**src/rtl/gcd_pkg.sv**
```systemverilog
// Shared types for the subtraction-GCD engine: FSM state encoding and the
// control bundle the FSM drives into the datapath.
package gcd_pkg;
  localparam int GCD_WIDTH_MIN = 2;

  typedef enum logic [1:0] {
    IDLE = 2'd0,
    TEST = 2'd1,
    DONE = 2'd2
  } state_t;

  typedef struct packed {
    logic load;
    logic sub_x;
    logic sub_y;
  } dp_ctl_t;
endpackage

```
**src/rtl/gcd_datapath.sv**
```systemverilog
// Operand registers, the two subtractors and the comparator of the GCD engine.
module gcd_datapath
  import gcd_pkg::*;
#(
  parameter int WIDTH = 8
) (
  input  logic             clk,
  input  logic             clr_n,
  input  dp_ctl_t          ctl,
  input  logic [WIDTH-1:0] x_in,
  input  logic [WIDTH-1:0] y_in,
  output logic [WIDTH-1:0] x_reg,
  output logic [WIDTH-1:0] y_reg,
  output logic             eq_flg,
  output logic             lt_flg,
  output logic             x_zero,
  output logic             y_zero
);

  always_ff @(posedge clk or negedge clr_n) begin
    if (!clr_n) begin
      x_reg <= '0;
      y_reg <= '0;
    end else if (ctl.load) begin
      x_reg <= x_in;
      y_reg <= y_in;
    end else if (ctl.sub_x) begin
      x_reg <= x_reg - y_reg;
    end else if (ctl.sub_y) begin
      y_reg <= y_reg - x_reg;
    end
  end

  assign eq_flg = (x_reg == y_reg);
  assign lt_flg = (x_reg < y_reg);
  assign x_zero = (x_reg == '0);
  assign y_zero = (y_reg == '0);

endmodule

```
**src/rtl/gcd_engine.sv**
```systemverilog
// Euclid-subtraction GCD unit: control FSM and registered outputs around gcd_datapath.
// Define GCD_ITER_CNT_EN to add the iter_cnt subtraction counter port.
module gcd_engine
  import gcd_pkg::*;
#(
  parameter int WIDTH = 8
) (
  input  logic             clk,
  input  logic             clr_n,
  input  logic             go,
  input  logic [WIDTH-1:0] x_in,
  input  logic [WIDTH-1:0] y_in,
  output logic             busy,
  output logic             done,
  output logic [WIDTH-1:0] gcd_out,
  output logic             zero_flg
`ifdef GCD_ITER_CNT_EN
  ,
  output logic [WIDTH-1:0] iter_cnt
`endif
);

  if (WIDTH < GCD_WIDTH_MIN) begin : g_width_chk
    $error("gcd_engine: WIDTH must be at least %0d", GCD_WIDTH_MIN);
  end

  state_t           state;
  dp_ctl_t          ctl;
  logic [WIDTH-1:0] x_reg, y_reg;
  logic             eq_flg, lt_flg, x_zero, y_zero;
  logic             term;

  // Any of the three terminating comparisons ends the computation.
  assign term      = eq_flg | x_zero | y_zero;
  assign ctl.load  = go && (state == IDLE || state == DONE);
  assign ctl.sub_x = (state == TEST) && !term && !lt_flg;
  assign ctl.sub_y = (state == TEST) && !term && lt_flg;

  gcd_datapath #(.WIDTH(WIDTH)) u_dp (
    .clk    (clk),
    .clr_n  (clr_n),
    .ctl    (ctl),
    .x_in   (x_in),
    .y_in   (y_in),
    .x_reg  (x_reg),
    .y_reg  (y_reg),
    .eq_flg (eq_flg),
    .lt_flg (lt_flg),
    .x_zero (x_zero),
    .y_zero (y_zero)
  );

  always_ff @(posedge clk or negedge clr_n) begin
    if (!clr_n) begin
      state    <= IDLE;
      busy     <= 1'b0;
      done     <= 1'b0;
      zero_flg <= 1'b0;
      gcd_out  <= '0;
    end else begin
      case (state)
        IDLE, DONE: begin
          if (go) begin
            state    <= TEST;
            busy     <= 1'b1;
            done     <= 1'b0;
            zero_flg <= 1'b0;
          end
        end
        TEST: begin
          if (term) begin
            state    <= DONE;
            busy     <= 1'b0;
            done     <= 1'b1;
            // eq with x==0 means both operands were zero
            zero_flg <= eq_flg & x_zero;
            gcd_out  <= (x_zero && !eq_flg) ? y_reg : x_reg;
          end
        end
        default: begin
          state <= IDLE;
          busy  <= 1'b0;
          done  <= 1'b0;
        end
      endcase
    end
  end

`ifdef GCD_ITER_CNT_EN
  always_ff @(posedge clk or negedge clr_n) begin
    if (!clr_n)                        iter_cnt <= '0;
    else if (ctl.load)                 iter_cnt <= '0;
    else if (ctl.sub_x || ctl.sub_y)   iter_cnt <= iter_cnt + 1'b1;
  end
`endif

endmodule

```
**config.mk**
```make
export PLATFORM = sky130hd
export DESIGN_NAME = gcd_engine
export DESIGN_NICKNAME = d
export VERILOG_FILES = /design/src/rtl/gcd_pkg.sv /design/src/rtl/gcd_datapath.sv /design/src/rtl/gcd_engine.sv
export SDC_FILE = /design/constraint.sdc
export NUM_CORES = 1
export LEC_CHECK = 0
export BUFFER_PORTS_ARGS = -buffer_cell sky130_fd_sc_hd__buf_4
export CORE_MARGIN = 10
export CORE_UTILIZATION = 57
export DETAILED_ROUTE_END_ITERATION = 12
export GPL_TIMING_DRIVEN = 0
export HOLD_SLACK_MARGIN = 0.05
export PLACE_DENSITY = 0.81
export SYNTH_ARGS = -nofsm -noshare
export SYNTH_HDL_FRONTEND = slang
export SYNTH_SLANG_ARGS = --single-unit
```
**constraint.sdc**
```tcl
create_clock -name clk -period 3.31 [get_ports clk]
set_input_delay 0.662 -clock clk [delete_from_list [all_inputs] [get_ports clk]]
set_output_delay 0.662 -clock clk [all_outputs]
set_load 0.02 [all_outputs]
```
==> impl_metrics.toml <==
[logic_synthesis]
synth_area_sq_um = 1999
synth_edf_count = 0
synth_nets = 262
seq_area_frac_synth_pct = 35.04
yosys_warnings = 0
synth_flop_cell = "dfrtp_1"
avgSynthCellArea_sq_um = 8.847
ys_ff_latch = 28
async_flop_share_pct = 100.0
synth_cell_types = 52
syn_inst = 226

[final_layout]
stdcell_count = 305
final_nets = 296
diodes = 0
final_common_cell = "buf_4"
final_cell_mix = "29 x buf_4, 28 x dfrtp_1, 26 x a21oi_1, 22 x nand2_1, 20 x nor2_1"
drive_gt1_share_pct = 20.08
syn2layout_area_growth_pct = 16.40
final_core_util_pct = 69.20

[floorplanning]
coreArea_sq_um = 3363
rows = 21
die_x_um = 79.23
die_area_sq_um = 6277
io_pins = 30
start_util_pct = 59.45
die_h_um = 79.23

[timing]
finalSetupTns_ns = 0
hold_violations = 0
setup_viol = 0
period_needed_ns = 2.627
finalCritPeriodShare_pct = 79.36
rsz0062_at_grt = "false"
slew_headroom_pct = 64.46
max_slew.worst_pin.slew_ns = 0.5332
drv_slew = 0
fmax_ghz = 0.3807
setup_ws_ns = 0.6832
fin_worst_skew_ns = 0.001932

[cts]
cts_resized = 0
cts-root-buf = "clkbuf_4"
cts_tree = "yes"
postCtsHoldBufs = 0
numCtsBuffers = 3
clock_latency_ns = 0.35
clk_path_buf_depth = 2
cts_max_level = 1
clock-sinks = 28
clk_pin_slew_worst_paths_ns = 0.16
post_cts_buffers = 0

[route]
routedWlPerCell_um = 16.30
vias_per_cell = 5.843
vias = 1782
drtAntennaViolNets = 0
drc = 0
drt_iter0_markers = 98
wl_um = 4971
dr.pass1.iters = 4

[worst_setup_path]
cp-start-kind = "register"
r2r-start = "u_dp.x_reg[0]"
arrival_ns = 2.88
crit_fanout = 6
crit_chain = "inv_1, ha_1, fa_1, and2b_1, o21ai_1, a21oi_2, nor3_2, or2_1, buf_6, mux2_4"
cp_top_family = "adder cells"
cp_num_buf_inv = 2
crit_type = "register to register"
end_kind = "register"
regToRegSetupSlack_ns = 0.68
required_ns = 3.57
max_stage_delay_ns = 0.46
cpMaxStageDelayCell = "dfrtp_1"
r2r_end = "u_dp.y_reg[6]"
reg2reg_depth = 10
worst-path-stages = 10

[place]
dpl.hpwl_um = 3796
place_inst = 301
io_buffers = 29
dp_slack_ns = 0.7842
gp_congestion = 0.8936

[global_routing]
antenna_found_initial = 0
grt_pass1_wl_um = 8086
grt_overflow_total = 0
grt_pass1_vias = 1693
track_usage_pct = 15.75
grt_start_max_net_pins = 29

[run_status]
status = "complete, no violations"

[worst_hold_path]
hold_class = "primary input to asynchronous set/reset pin"

[job]
cap_violations = 0
[per-stage QoR]
stage	area, sq um	hold WS (ns)
finish	2327	0.1964
global route	2327	0.2150
CTS	2327	0.2129
detailed placement	2275	0.4772
global placement	2275	0.4639
floorplan	1999	0.3664
[cell type report]
| class | instances | area [sq um] |
|---|---|---|
| multi-input combinational | 170 | 1180 |
| fill | 297 | 1036 |
| sequential | 28 | 700.7 |
| timing repair buffer | 29 | 217.7 |
| inverter | 18 | 67.56 |
| tap | 46 | 57.56 |
| buffer | 10 | 51.30 |
| clock inverter | 1 | 30.03 |
| clock buffer | 3 | 22.52 |
[cells in the mapped netlist (2+ instances only)]
master | instances | area [sq um]
a211oi_1 | 2 | 15.01
nand3_1 | 4 | 20.02
clkbuf_1 | 3 | 11.26
o221ai_1 | 2 | 17.52
a21oi_1 | 26 | 130.1
xor2_1 | 3 | 26.28
o21ai_2 | 2 | 17.52
nor4_1 | 2 | 12.51
xnor2_1 | 2 | 17.52
nand2b_1 | 5 | 31.28
inv_1 | 18 | 67.56
o21ai_0 | 11 | 55.05
nand2_1 | 22 | 82.58
o21a_1 | 3 | 22.52
mux2_4 | 2 | 30.03
and2b_1 | 2 | 15.01
ha_1 | 15 | 187.7
a21o_1 | 2 | 15.01
o311ai_0 | 2 | 17.52
fa_1 | 2 | 40.04
nor3_1 | 3 | 15.01
nor2_1 | 20 | 75.07
dfrtp_1 | 28 | 700.7
mux2i_1 | 5 | 50.05
nor3b_1 | 2 | 15.01
a21oi_2 | 2 | 17.52
buf_2 | 5 | 25.02
nor4_2 | 2 | 25.02
a221o_1 | 3 | 30.03
nor2b_1 | 4 | 25.02
[worst reg2reg max path: cells and delay by family, from the launching register on]
family	cells	cell delay [ns]
adder cells (fa/ha/maj)	2	0.63
AO/OA/AOI/OAI	2	0.36
AND/OR/NAND/NOR	3	0.58
flip-flops	1	0.46
buffers and inverters	2	0.22
multiplexers	1	0.29
[worst max path at each step]
stage | from | to | slack [ns]
finish | u_dp.x_reg[0] | u_dp.y_reg[6] | 0.68
global route | u_dp.x_reg[0] | u_dp.y_reg[6] | 0.52
CTS | u_dp.x_reg[0] | u_dp.y_reg[6] | 0.70
detailed placement | u_dp.x_reg[0] | u_dp.y_reg[6] | 0.78
global placement | u_dp.x_reg[0] | u_dp.y_reg[6] | 0.79
floorplan | u_dp.x_reg[0] | u_dp.y_reg[3] | 0.98
[cells by family after synthesis]
| kind of cell | share of synthesized area [%] |
|---|---|
| and+or+nand+nor | 20.27 |
| AOI/OAI and AO/OA | 21.15 |
| buffers and inverters | 5.944 |
| DFF | 35.04 |
| adders and majority gates | 11.39 |
| muxes | 4.005 |
| xor gates and xnor gates | 2.191 |
[metal layers]
layer / global-route usage [%] / up-vias / share of wire [%]
met5: 0 / - / 0
met4: 6.989 / 0 / 1.9
met3: 3.153 / 9 / 8.0
met2: 24.63 / 62 / 48
met1: 20.47 / 845 / 43
li1: - / 866 / -
Power is left out: the tool's default activity adds up to more than one toggle a clock period on the data nets, which glitch-free logic cannot reach.
